==> src/rtl/sync_frame_capture_pkg.sv <==
// Shared types and helpers for the serial frame capture block.
package sync_frame_capture_pkg;

    typedef enum logic {
        HUNT    = 1'b0,
        CAPTURE = 1'b1
    } state_e;

    // Bits needed to count 0..value-1; never narrower than one bit.
    function automatic int clog2(input int value);
        int result;
        int remaining;
        result    = 0;
        remaining = value - 1;
        while (remaining > 0) begin
            result++;
            remaining = remaining >> 1;
        end
        return (result < 1) ? 1 : result;
    endfunction

endpackage

==> src/rtl/bit_align_dly.sv <==
// Short shift chain that lines the serial stream up with the detector's pulse.
module bit_align_dly #(
    parameter int DEPTH = 1
) (
    input  logic clk,
    input  logic rst,
    input  logic d,
    output logic q
);

    if (DEPTH == 0) begin : g_pass
        assign q = d;
    end else begin : g_chain
        logic [DEPTH-1:0] chain_q;

        always_ff @(posedge clk) begin
            if (rst) begin
                chain_q <= '0;
            end else begin
                chain_q[0] <= d;
                for (int i = 1; i < DEPTH; i++) begin
                    chain_q[i] <= chain_q[i-1];
                end
            end
        end

        assign q = chain_q[DEPTH-1];
    end

endmodule

==> src/rtl/sync_frame_capture.sv <==
// Captures the payload that follows each detected sync word and offers it
// as a parallel word on a single-entry valid/ready register.
module sync_frame_capture
    import sync_frame_capture_pkg::*;
#(
    parameter int PAYLOAD_W = 8,
    parameter int ALIGN_DLY = 1,
    parameter int CNT_W     = 8
) (
    input  logic                 clk,
    input  logic                 rst,
    input  logic                 bit_in,
    input  logic                 sync_det,
    output logic [PAYLOAD_W-1:0] frame_data,
    output logic                 frame_valid,
    input  logic                 frame_ready,
    output logic                 overrun,
    output logic [CNT_W-1:0]     frame_cnt,
    output logic                 busy
);

    localparam int BCNT_W = clog2(PAYLOAD_W);
    localparam logic [BCNT_W-1:0] LAST_BIT = BCNT_W'(PAYLOAD_W - 1);

    state_e                state_q, state_d;
    logic [BCNT_W-1:0]     cnt_q, cnt_d;
    logic [PAYLOAD_W-1:0]  sreg_q, sreg_d;
    logic [PAYLOAD_W-1:0]  data_q, data_d;
    logic                  valid_q, valid_d;
    logic                  overrun_q, overrun_d;
    logic [CNT_W-1:0]      fcnt_q, fcnt_d;
    logic                  tap;
    logic                  complete;
    logic [PAYLOAD_W-1:0]  word;

    bit_align_dly #(
        .DEPTH(ALIGN_DLY)
    ) u_align (
        .clk(clk),
        .rst(rst),
        .d  (bit_in),
        .q  (tap)
    );

    assign word = {sreg_q[PAYLOAD_W-2:0], tap};

    always_ff @(posedge clk) begin
        if (rst) begin
            state_q   <= HUNT;
            cnt_q     <= '0;
            sreg_q    <= '0;
            data_q    <= '0;
            valid_q   <= 1'b0;
            overrun_q <= 1'b0;
            fcnt_q    <= '0;
        end else begin
            state_q   <= state_d;
            cnt_q     <= cnt_d;
            sreg_q    <= sreg_d;
            data_q    <= data_d;
            valid_q   <= valid_d;
            overrun_q <= overrun_d;
            fcnt_q    <= fcnt_d;
        end
    end

    always_comb begin
        state_d   = state_q;
        cnt_d     = cnt_q;
        sreg_d    = sreg_q;
        data_d    = data_q;
        valid_d   = valid_q;
        overrun_d = 1'b0;
        fcnt_d    = fcnt_q;
        complete  = 1'b0;

        // Sync pulses are ignored while capturing, since payload bits may alias the sync word.
        case (state_q)
            HUNT: begin
                if (sync_det) begin
                    sreg_d  = word;
                    cnt_d   = BCNT_W'(1);
                    state_d = CAPTURE;
                end
            end
            CAPTURE: begin
                sreg_d = word;
                if (cnt_q == LAST_BIT) begin
                    cnt_d    = '0;
                    state_d  = HUNT;
                    complete = 1'b1;
                end else begin
                    cnt_d = cnt_q + 1'b1;
                end
            end
            default: state_d = HUNT;
        endcase

        // A full register only takes the new word if it is being drained on this same edge.
        if (complete) begin
            if (!valid_q || frame_ready) begin
                data_d  = word;
                valid_d = 1'b1;
                fcnt_d  = fcnt_q + 1'b1;
            end else begin
                overrun_d = 1'b1;
            end
        end else if (valid_q && frame_ready) begin
            valid_d = 1'b0;
        end
    end

    assign frame_data  = data_q;
    assign frame_valid = valid_q;
    assign overrun     = overrun_q;
    assign frame_cnt   = fcnt_q;
    assign busy        = (state_q == CAPTURE);

endmodule

==> config.mk <==
export PLATFORM = sky130hd
export DESIGN_NAME = sync_frame_capture
export DESIGN_NICKNAME = d
export VERILOG_FILES = /design/src/rtl/sync_frame_capture_pkg.sv /design/src/rtl/bit_align_dly.sv /design/src/rtl/sync_frame_capture.sv
export SDC_FILE = /design/constraint.sdc
export NUM_CORES = 1
export LEC_CHECK = 0
export BUFFER_PORTS_ARGS = -buffer_cell sky130_fd_sc_hd__buf_2
export CAP_MARGIN = 30
export CELL_PAD_IN_SITES_DETAIL_PLACEMENT = 1
export CELL_PAD_IN_SITES_GLOBAL_PLACEMENT = 1
export CORE_MARGIN = 5
export CORE_UTILIZATION = 41
export DETAILED_ROUTE_END_ITERATION = 8
export GPL_TIMING_DRIVEN = 0
export PLACE_DENSITY_LB_ADDON = 0.1
export SETUP_SLACK_MARGIN = 0.05
export SLEW_MARGIN = 20
export SYNTH_ARGS = -nofsm -noshare
export SYNTH_HDL_FRONTEND = slang
export SYNTH_SLANG_ARGS = --single-unit
==> constraint.sdc <==
create_clock -name clk -period 4.1 [get_ports clk]
set_clock_uncertainty 0.2 [all_clocks]
set_input_delay 0.615 -clock clk [delete_from_list [all_inputs] [get_ports clk]]
set_output_delay 0.615 -clock clk [all_outputs]
set_load 0.005 [all_outputs]
==> qor.txt <==
Outcome -> finished clean
Mean Syn Cell Area -> 8.60 um2
Share of cells above drive strength 1 -> 0.201
Drt wl/cell -> 13.7 um
Initial core utilization -> 0.422
Area of the mapped netlist -> 1150 um2
GRT Total Usage -> 0.149
Worst reg2reg startpoint -> cnt_q[0]
Crit path max fanout -> 10
Cell area after layout -> 1360 um2
Hold_buf cts -> 0
Final wirelength -> 2.68 mm
Crit. End Element -> register
CTS tree -> done
Num CTS Buffers -> 5
Clock sinks -> 30
Diode count -> 0
Synth async-reset ratio -> 0
Footprint of the multi-input gates -> 528 um2
Final hold vios -> 0
CTS resizes -> 0
CP Data Arrival Time -> 2.12 ns
GRT overflow -> 0
Via Count -> 1013
Max H-tree Level -> 2
CORE AREA -> 2730 um2
Critical path class -> register to register
Max-slew headroom -> 0.625
WP data required -> 4.10 ns
Fin nets -> 171
Die Height -> 63.0 um
#FFs+latches synth -> 30
Share of the synthesized area in the top cell type -> 0.521
Max_cap viols -> 0
Global-route wire length before repair -> 4.63 mm
RSZ-0062 raised after global routing -> false
Synthesized instance count -> 134
Worst slew pin tran -> 0.560 ns
Synth Warn # -> 0
Routed Antenna Nets -> 0
Slew Limit Fails -> 0
Clk slew on worst S/H paths -> 0.09 ns
Vias in the first global route -> 1023
Crit path launch type -> register
GP Congestion -> 0.757
Drt pass-1 iters -> 4
DRT iter0 DRCs -> 19
P_leak -> 0.537 nW
Row Count -> 19
Max VDD drop -> 0.000228 V
Placed cell area -> 1300 um2
Initial antenna violation count -> 0
Most common cell in the netlist -> dfxtp_1
Final Util -> 0.498
PD cells -> 368 nW/um2
Post-CTS Setup Inserts -> 0
Synth area leader -> dfxtp_1
Register area -> 601 um2
Setup-failing EPs final -> 0
Number of synthesized flops with an enable pin -> 0
# port buffers -> 22
Synth cell types -> 24
Die area -> 3970 um2
Final hold slack -> 0.255 ns
Hold WC Path Type -> register to register
Crit path time final -> 2.12 ns
Clock Root Buffer -> clkbuf_4
Hold path start -> u_align.q
Io pins -> 24
Area grow syn2layout -> 18.1%
Largest net degree at the start of global routing -> 11
Post-synthesis sequential area ratio -> 0.521
Non-Filler Instances -> 195
DRC viols -> 0
Die width -> 63.0 um
Clk_lat worst skew -> 0.33 ns
Period utilisation layout -> 0.517
DR vias/cell -> 5.19
Synthesized Nets -> 142
Most used flip-flop cell after synthesis -> dfxtp_1
Top post-synthesis cells by area -> dfxtp_1, nand2_1, a21oi_1
CTS max path bufs -> 2
DPL Wire Length -> 1.93 mm
Placed instance count -> 187
Setup TNS Final -> 0 ns
Crit path launch -> cnt_q[0]
# fillers -> 349
Most frequent cells after synthesis -> dfxtp_1, nand2_1, a21oi_1
Max Fclk -> 0.472 GHz
-- report_power, final --
part | switching (W) | internal, W
Sequential | 0.00000360 | 0.000295
Clock | 0.0000988 | 0.0000830
Combinational | 0.0000140 | 0.00000673
-- critical path, stage by stage, from the launching register on --
cell	delay (ns)
dfxtp_1	0.36
ha_1	0.17
ha_1	0.25
and2_1	0.20
nand2_1	0.27
o41ai_1	0.44
a21oi_1	0.11
-- per-layer routing --
metal | global-route usage | up-vias | share of wire | wire length [um]
met4 | 0.0716 | 0 | 0.021 | 55
met1 | 0.166 | 478 | 0.46 | 1220
met5 | 0 | - | 0 | 0
met3 | 0.0665 | 5 | 0.063 | 170
li1 | - | 508 | - | -
met2 | 0.238 | 22 | 0.46 | 1230
-- area by class of cell --
cell class | instances | share of cell area
timing repair buffer | 22 | 0.0809
multi-input combinational | 98 | 0.388
sequential | 30 | 0.441
buffer | 5 | 0.0147
tap | 31 | 0.0285
inverter | 1 | 0.00276
clock inverter | 1 | 0.00368
clock buffer | 7 | 0.0404
-- cell usage in the layout, fill, tap and decap left out, drive strengths merged --
| cell | Yosys | final |
|---|---|---|
| buf | 1 | 23 |
| a21oi | 20 | 20 |
| nor2b | 2 | 2 |
| ha | 3 | 3 |
| clkbuf | 4 | 11 |
| o32a | 1 | 1 |
| xnor2 | 5 | 5 |
| or3b | 1 | 1 |
| nor3b | 1 | 1 |
| o41ai | 1 | 1 |
| inv | 1 | 1 |
| nand2 | 30 | 30 |
| xor2 | 1 | 1 |
| nor2 | 14 | 14 |
| clkinv | 0 | 1 |
| and2 | 1 | 1 |
| dfxtp | 30 | 30 |
| nor3 | 4 | 4 |
| nor4 | 2 | 2 |
| o21ai | 7 | 7 |
| nand2b | 1 | 1 |
| nand3 | 4 | 4 |
-- final timing paths --
check,endpoint,slack (ns),depth (start not counted)
max,frame_cnt[7],1.98,6
min,frame_data[0],0.26,2
max reg2reg,frame_cnt[7],1.98,6
min reg2reg,frame_data[0],0.26,2
-- registers in the layout, summed over array words and instances, names as in the netlist --
signal,flops
frame_cnt,8
frame_data,8
sreg_q,7
cnt_q,3
busy,1
frame_valid,1
overrun,1
u_align.q,1
-- through the flow --
step / worst slack, ns / power (W)
floorplan: 2.28 / 0.000318
global placement: 2.05 / 0.000325
detailed placement: 1.99 / 0.000326
CTS: 1.97 / 0.000511
global route: 1.76 / 0.000532
finish: 1.98 / 0.000501
-- logic make-up after synthesis --
group,after synthesis,synth area share
simple gates,60,0.246
compound gates,29,0.134
xor+xnor,6,0.0456
flops,30,0.521
buf+inv,6,0.0206
fa+ha+maj,3,0.0326
(Power assumes the default switching activity.)
